**src/rtl/note_arbiter.sv**
```systemverilog
// Shares one tone generator and the buzzer among N_REQ note requesters; index 0 has top priority and may preempt.
// Grant 1 cycle after a sampled req; done pulses on the last gap cycle, or the cycle after a cancel or preemption.
module note_arbiter #(
    parameter int N_REQ    = 4,
    parameter int CLK_HZ   = 100000000,
    parameter int TICK_DIV = 100000,
    parameter int GAP_MS   = 10
) (
    input  logic                clk,
    input  logic                rst_n,
    input  logic [N_REQ-1:0]    req,
    input  logic [3*N_REQ-1:0]  note,
    input  logic [2*N_REQ-1:0]  octave,
    input  logic [12*N_REQ-1:0] dur_ms,
    input  logic                cancel,
    output logic [N_REQ-1:0]    grant,
    output logic [N_REQ-1:0]    done,
    output logic                aborted,
    output logic                busy,
    output logic                buzzer,
    output logic [2:0]          cur_note
);
    typedef enum logic [1:0] {IDLE, PLAY, GAP, FIN} state_t;

    localparam logic [31:0] TICK_LAST = 32'(TICK_DIV - 1);
    localparam logic [11:0] GAP_LAST  = 12'(GAP_MS - 1);

    function automatic logic [31:0] half_period(input logic [2:0] n, input logic [1:0] o);
        logic [31:0] base;
        case (n)
            3'd1:    base = 32'(CLK_HZ / (2 * 262));
            3'd2:    base = 32'(CLK_HZ / (2 * 294));
            3'd3:    base = 32'(CLK_HZ / (2 * 330));
            3'd4:    base = 32'(CLK_HZ / (2 * 349));
            3'd5:    base = 32'(CLK_HZ / (2 * 392));
            3'd6:    base = 32'(CLK_HZ / (2 * 440));
            3'd7:    base = 32'(CLK_HZ / (2 * 494));
            default: base = 32'd1;
        endcase
        case (o)
            2'd0:    half_period = base << 1;
            2'd2:    half_period = base >> 1;
            default: half_period = base;
        endcase
    endfunction

    state_t             state, state_nxt;
    logic [N_REQ-1:0]   sel_oh;
    logic [2:0]         sel_note;
    logic [1:0]         sel_oct;
    logic [11:0]        sel_dur;
    logic               any_req;
    logic [2:0]         note_q;
    logic [31:0]        hp_q;
    logic [11:0]        dur_q;
    logic [31:0]        cyc_cnt;
    logic [11:0]        tick_cnt;
    logic [31:0]        tone_cnt;
    logic               ab_q;
    logic               done_fire;
    logic               last_tick, last_play, last_gap, kill;

    // Descending scan so the lowest asserted index wins.
    always_comb begin
        any_req  = 1'b0;
        sel_oh   = '0;
        sel_note = '0;
        sel_oct  = '0;
        sel_dur  = '0;
        for (int i = N_REQ - 1; i >= 0; i--) begin
            if (req[i]) begin
                any_req   = 1'b1;
                sel_oh    = '0;
                sel_oh[i] = 1'b1;
                sel_note  = note[3*i +: 3];
                sel_oct   = octave[2*i +: 2];
                sel_dur   = dur_ms[12*i +: 12];
            end
        end
    end

    assign last_tick = (cyc_cnt == TICK_LAST);
    assign last_play = last_tick && (tick_cnt == dur_q - 12'd1);
    assign last_gap  = last_tick && (tick_cnt == GAP_LAST);
    assign kill      = cancel || (req[0] && !grant[0]);

    always_ff @(posedge clk or negedge rst_n) begin
        if (!rst_n) state <= IDLE;
        else        state <= state_nxt;
    end

    // A completing gap takes precedence over a late cancel or preemption.
    always_comb begin
        state_nxt = state;
        done_fire = 1'b0;
        case (state)
            IDLE: if (any_req) state_nxt = (sel_dur == 12'd0) ? FIN : PLAY;
            PLAY: begin
                if (kill) begin
                    state_nxt = FIN;
                end else if (last_play) begin
                    if (GAP_MS == 0) begin
                        state_nxt = IDLE;
                        done_fire = 1'b1;
                    end else begin
                        state_nxt = GAP;
                    end
                end
            end
            GAP: begin
                if (last_gap) begin
                    state_nxt = IDLE;
                    done_fire = 1'b1;
                end else if (kill) begin
                    state_nxt = FIN;
                end
            end
            FIN: begin
                state_nxt = IDLE;
                done_fire = 1'b1;
            end
            default: state_nxt = IDLE;
        endcase
    end

    always_ff @(posedge clk or negedge rst_n) begin
        if (!rst_n) begin
            grant    <= '0;
            note_q   <= '0;
            hp_q     <= '0;
            dur_q    <= '0;
            ab_q     <= 1'b0;
            cyc_cnt  <= '0;
            tick_cnt <= '0;
            tone_cnt <= '0;
            buzzer   <= 1'b0;
        end else begin
            if (state == IDLE) begin
                if (any_req) begin
                    grant  <= sel_oh;
                    note_q <= sel_note;
                    hp_q   <= half_period(sel_note, sel_oct);
                    dur_q  <= sel_dur;
                end
                ab_q <= 1'b0;
            end else if (state_nxt == IDLE) begin
                grant  <= '0;
                note_q <= '0;
            end else if (state_nxt == FIN) begin
                ab_q <= 1'b1;
            end

            if (state == IDLE || state_nxt != state) begin
                cyc_cnt  <= '0;
                tick_cnt <= '0;
            end else if (last_tick) begin
                cyc_cnt  <= '0;
                tick_cnt <= tick_cnt + 12'd1;
            end else begin
                cyc_cnt <= cyc_cnt + 32'd1;
            end

            if (state != PLAY || state_nxt != PLAY) begin
                tone_cnt <= '0;
                buzzer   <= 1'b0;
            end else if (note_q != 3'd0) begin
                if (tone_cnt == hp_q - 32'd1) begin
                    tone_cnt <= '0;
                    buzzer   <= ~buzzer;
                end else begin
                    tone_cnt <= tone_cnt + 32'd1;
                end
            end
        end
    end

    assign done     = done_fire ? grant : '0;
    assign aborted  = (state == FIN) && ab_q;
    assign busy     = |grant;
    assign cur_note = note_q;

endmodule

```
**config.mk**
```make
export PLATFORM = sky130hd
export DESIGN_NAME = note_arbiter
export DESIGN_NICKNAME = d
export VERILOG_FILES = /design/src/rtl/note_arbiter.sv
export SDC_FILE = /design/constraint.sdc
export NUM_CORES = 1
export LEC_CHECK = 0
export BUFFER_PORTS_ARGS = -buffer_cell sky130_fd_sc_hd__buf_2
export CAP_MARGIN = 20
export CELL_PAD_IN_SITES_DETAIL_PLACEMENT = 1
export CELL_PAD_IN_SITES_GLOBAL_PLACEMENT = 2
export CORE_ASPECT_RATIO = 2
export CORE_UTILIZATION = 38
export CTS_CLUSTER_DIAMETER = 60
export DETAILED_ROUTE_END_ITERATION = 8
export PLACE_DENSITY_LB_ADDON = 0.15
export SLEW_MARGIN = 20
export SYNTH_ARGS = -nofsm -noshare
export SYNTH_HDL_FRONTEND = slang
export SYNTH_SLANG_ARGS = --single-unit
export TNS_END_PERCENT = 5
```
**constraint.sdc**
```tcl
create_clock -name clk -period 7.2 [get_ports clk]
set_input_delay 1.44 -clock clk [delete_from_list [all_inputs] [get_ports clk]]
set_output_delay 1.44 -clock clk [all_outputs]
set_load 0.02 [all_outputs]
```
## Word level (Yosys, flattened, before mapping)

Index checks and enable logic that the tools add are counted.

- Muxes and demuxes: 51
- Divide/modulo/power cells: 0
- Add/subtract/negate cells: 5
- $lt $le $gt $ge: 0
- Equality and inequality tests: 21
- Multiply operators: 0
- Shift-type cells: 0
- Bitwise logic cells: 1
- Reductions and logical operators: 23

Operators by type and width:

| operator | count |
|---|---|
| two-way mux 32 bit | 5 |
| case mux 18 bit (7 select lines) | 1 |
| two-way mux 12 bit | 6 |
| adder 32 x 1 -> 32 bit (second input constant) | 2 |
| case mux 32 bit (2 select lines) | 1 |
| equality test 32 x 17 -> 1 bit (second input constant) | 1 |
| equality test 32 bit | 1 |
| two-way mux 4 bit | 8 |
| subtractor 32 x 1 -> 32 bit (second input constant) | 1 |
| two-way mux 3 bit | 7 |
| two-way mux 2 bit | 10 |
| adder 12 x 1 -> 12 bit (second input constant) | 1 |
| equality test 12 bit | 1 |
| equality test 12 x 4 -> 1 bit (second input constant) | 1 |
| equality test 3 bit (second input constant) | 4 |
| logical NOT 12 bit | 1 |
| subtractor 12 x 1 -> 12 bit (second input constant) | 1 |
| two-way mux 1 bit | 11 |
| nonzero test 2 bit | 5 |
| equality test 2 bit (second input constant) | 4 |
| case mux 2 bit (4 select lines) | 1 |
| AND reduction 2 bit | 4 |
| equality test 3 x 2 -> 1 bit (second input constant) | 2 |
| logical NOT 2 bit | 3 |
| 12 further kinds | 19 |

- ROM bits: 0
- Output and inout port bits: 14
- Bits in writable memories: 0
- Word-level logic and storage cells: 111
- Memories kept: 0
- Flip-flop bits (word level): 131
- Bits of input ports: 75
- Latch bits: 0

## Longest topological paths before layout

- Word-level depth: 12
- Mapped depth: 12

## Worst setup path after synthesis

OpenSTA, ideal clock, no wires.

- Path kind: in2reg
- From: input req[1]
- To: register buzzer
- Setup slack: 3.214 ns
- Data arrival time: 3.850 ns
- Required time: 7.064 ns
- Stages on the path: 11
- Buffers on the path: 4
- Cells stage by stage: clkbuf_1 or2_2 buf_2 a221oi_1 o22ai_1 a2111oi_0 a31oi_1 or3b_1 clkbuf_1 clkbuf_1 a21oi_1

- Cells in the longest elaborated chain, start to end: 10

RTL lines:

| element | line | text |
|---|---|---|
| from (decl) | 11 | `input logic [N_REQ-1:0] req,` |
| two-way mux 12 bit (2 in series) | 71 | `if (req[i]) begin` |
| logical NOT 12 bit | 97 | `IDLE: if (any_req) state_nxt = (sel_dur == 12'd0) ? FIN : PLAY;` |
| two-way mux 2 bit | 97 |  |
| two-way mux 2 bit * | 97 |  |
| case mux 2 bit (4 select lines) * | 96 | `case (state)` |
| inequality test 2 x 1 -> 1 bit * | 163 | `if (state != PLAY \|\| state_nxt != PLAY) begin` |
| logical OR 1 bit * | 163 |  |
| nonzero test 2 bit (no line) | n/a |  |
| AND reduction 2 bit (no line) | n/a |  |
| to (signal assigned) | 169 | `buzzer <= ~buzzer;` |
| to (decl) | 20 | `output logic buzzer,` |

Every way passes the cells marked *; elsewhere a longest branch is shown, timed or not.
A chain may end at the register's enable or synchronous reset.

## Final worst setup path

- From: input req[0]
- To: register tone_cnt[9]

- Cells in the longest elaborated chain, start to end: 8

RTL lines:

| element | line | text |
|---|---|---|
| two-way mux 12 bit or logical AND 1 bit (tied branches) | 71, 85 |  |
| logical NOT 12 bit or logical OR 1 bit (tied branches) | 97, 85 |  |
| two-way mux 2 bit (on tied branches) | 97, 114 |  |
| two-way mux 2 bit (on tied branches) | 97, 111 |  |
| case mux 2 bit (4 select lines) * | 96 |  |
| inequality test 2 x 1 -> 1 bit * | 163 |  |
| logical OR 1 bit * | 163 |  |
| two-way mux 32 bit or nonzero test 2 bit (tied branches) | n/a |  |
| to (signal assigned) | 171 | `tone_cnt <= tone_cnt + 32'd1;` |
| to (decl) | 58 | `logic [31:0] tone_cnt;` |

Marked as above.

==> results.md <==
- Status: complete, no violations
- Top cell type's share of synthesized area: between 30% and 40%
- Crit path max-delay cell type: a2111oi_0
- CORE AREA: approximately 20000 sq um
- CTS HTree Levels: 4
- Root Driver: clkbuf_16
- Vias: about 7600
- # DRC: 0
- CP Data Required Time: between 7 and 8 ns
- Critical path arrival: between 4 and 5 ns
- Top delay family on crit path: compound AO/OA/AOI/OAI gates
- CP Max Fanout: 34
- Initial core utilization: about two fifths
- Register area share after synthesis: a little under two fifths
- Yosys cell types: approximately 70
- Placer Congestion: ~0.81
- Routed wl met3: around 500 um
- Synthesized net count: 1043
- Tcrit/Tclk final: 62.89%
- Setup TNS: 0 ns
- Static leakage: around 3.7 nW
- Layout Area Growth over Synthesis: 16.35%
- Metal2 WL: between 10000 and 15000 um
- Total gr overflow: 0
- Synthesized area per cell: 8.155 sq um
- Power density over cell area: between 200 and 300 nW/um^2
- CTS resizes: 0
- Slew Viols, Final: 0
- I/O pin total: a little under 90
- Initial antenna violation count: 2
- CP cell instances: buf_2 -> or2_2 -> nor3b_2 -> a221o_1 -> a2111oi_0 -> a31oi_1 -> or3b_1 -> buf_4 -> o21bai_2 -> nor2_1
- FFs w/ async S/R, synth: 100.0%
- First-pass GRT wire length: between 40000 and 50000 um
- Final setup viols: 0
- Port Buffer Count: 88
- FMAX: between 0.2 and 0.25 GHz
- Buffer depth of the longest clock path: 2
- Hold-fix buffers, CTS: 0
- Total wire length: roughly 26000 um
- GRT Total Usage: about 25%
- Synthesized area: around 8000 sq um
- Yosys warning count: 0
- Synthesis-stage register bit count: between 100 and 150
- Post-DP HPWL: around 20000 um
- Reg clk slew, reported paths: ~0.06 ns
- Drt first pass iters: 4
- Setup CP Type: primary input to flop
- CTS Buf Count: 17
- Clock latency on the worst-skew pair: approximately 0.43 ns
- Wire per inst: 20.04 um
- WP buf/inv: 2
- Max incr delay on CP: roughly 0.73 ns
- Slew HR: about 29%
- Max layer used: met4
- Post-DRT Antenna Nets: 0
- Die height: just over 200 um
- Top_reg_cell synth: dfrtp_1
- Total Power: 0.002686 W
- Rows: 74
- Vias in the first global route: between 7000 and 8000
- Number of DRC markers in iteration 0: ~300
- Slew @ Worst Pin: 1.051 ns
- Post-DR vias/cell: roughly 5.8
- Min Tclk post-route: approximately 4.5 ns
- Post CTS Setup Buffer Count: 0
- Largest net degree at the start of global routing: 70
- Unrepaired setup endpoints after global routing: no
- Share of layout cells above drive strength 1: roughly 14%
- Endpoint type of the worst setup path: flop
- CTS tree: done
- Final Hold Fails: 0
- Worst IR Drop VDD: ~0.0002 V
- Hold/Removal Path Class: flop to flop
- Die area: 21260 sq um
- EDFF count, synth: 0
- Max_cap viols: 0
- Die width: between 100 and 150 um
- Clock sink count: approximately 120
- Yosys top cell by area: dfrtp_1
- Critical path launch point type: primary input
- Synth area leaders: dfrtp_1 (38%), nand2_1 (5.3%), xor2_1 (5.2%), nor2_1 (5.2%), xnor2_1 (4.2%)
- Clk_skew: around 0.0063 ns
- Cell count after synthesis: ~960
- Fin nets: 1105
- Met1 WL: 9505 um
[registers in the layout (all words and copies together), names as in the netlist]
name and flops:
ab_q 1, tick_cnt 12, cur_note 3, dur_q 12, tone_cnt 32, state 2
buzzer 1, cyc_cnt 32, hp_q 19, grant 4
[layer usage]
metal / vias up / GRT usage [%]
met4: 0 / 14.23
met2: 105 / 50.46
met3: 47 / 3.516
met5: - / 0
met1: 3786 / 24.70
li1: 3638 / -
[cells in the final DEF (no fill, tap or decap), types with 5 or more instances in the layout]
master     synthesis  final
o211ai_1           5      5
nor4_1            25     24
o31ai_1            9      8
a221oi_1          17     16
a31oi_1           16     16
or3_1             20     20
a221o_1            5      5
a211oi_1          10     10
nand4_1           21     21
nand3b_1           8      8
nor2b_1           10     10
ha_1               6      6
nand2_1          111    111
o21ai_0           40     39
buf_4              1     16
nor2_1           108    108
and2_1             6      6
or2_2              5      5
xnor2_1           38     38
buf_2              5     87
a21oi_1           60     60
or4_1             11     11
nand2b_1           7      7
a22o_1             6      6
clkinv_2           0      6
inv_1             20     20
clkbuf_16          0     17
nand3_1           47     47
nor3_1            25     24
dfrtp_1          118    118
o22ai_1           16     16
xor2_1            47     47
and3_1            17     17
[cell usage after synthesis (21+ instances only)]
cell        n
dfrtp_1   118
clkbuf_1   53
xnor2_1    38
nand3_1    47
nor2_1    108
a21oi_1    60
nand2_1   111
nor4_1     25
xor2_1     47
o21ai_0    40
nand4_1    21
nor3_1     25
[worst paths after layout]
| check | cells after the start | start | to | slack (ns) |
|---|---|---|---|---|
| max | 10 | req[0] | tone_cnt[9] | 2.67 |
| min | 1 | cyc_cnt[0] | cyc_cnt[0] | 0.51 |
| max reg2reg | 10 | hp_q[0] | tone_cnt[9] | 3.48 |
| min reg2reg | 1 | cyc_cnt[0] | cyc_cnt[0] | 0.51 |
| max in group asynchronous | 2 | rst_n | hp_q[15] | 4.81 |
| min in group asynchronous | 1 | rst_n | cyc_cnt[29] | 1.14 |
[cell families (layout without fill, tap and decap cells)]
group                      after synthesis  count (layout)  synth area share (%)
buffers and inverters                   80             154                 3.955
xor gates and xnor gates                85              85                 9.490
AOI/OAI and AO/OA                      223             223                 18.85
other                                    0               2                     0
muxes                                    4               4                0.5263
DFF                                    118             118                 37.64
and+or+nand+nor                        446             446                 28.58
adders and majority gates                6               6                0.9569
[layout make-up]
cell class	instances	area [sq um]
antenna	2	5.005
clock buffer	21	460.4
clock inverter	10	128.9
fill	2501	11240
inverter	20	75.07
multi-input combinational	764	4617
sequential	118	2953
tap	266	332.8
timing repair buffer	103	555.5
[per-stage QoR]
stage          hold slack (ns)  util [%]  worst slack, ns  instance area, sq um  instances
2_1_floorplan           0.4552         -            3.214                  7845        962
3_3_place_gp            0.4815     41.87            2.268                  8529       1271
3_5_place_dp            0.5157     41.87            2.216                  8529       1271
4_1_cts                 0.5233     44.77            2.671                  9119       1302
5_1_grt                 0.5400     44.81            2.309                  9128       1304
6_report                0.5110     44.81            2.672                  9128       1304
[where the power goes]
| part | total (W) | internal (W) | switching [W] | leakage [nW] |
|---|---|---|---|---|
| registers | 0.000956 | 0.000770 | 0.000186 | 1.58 |
| clock network | 0.000871 | 0.000557 | 0.000315 | 0.296 |
| logic | 0.000859 | 0.000329 | 0.000529 | 1.84 |
(Power assumes the default switching activity.)
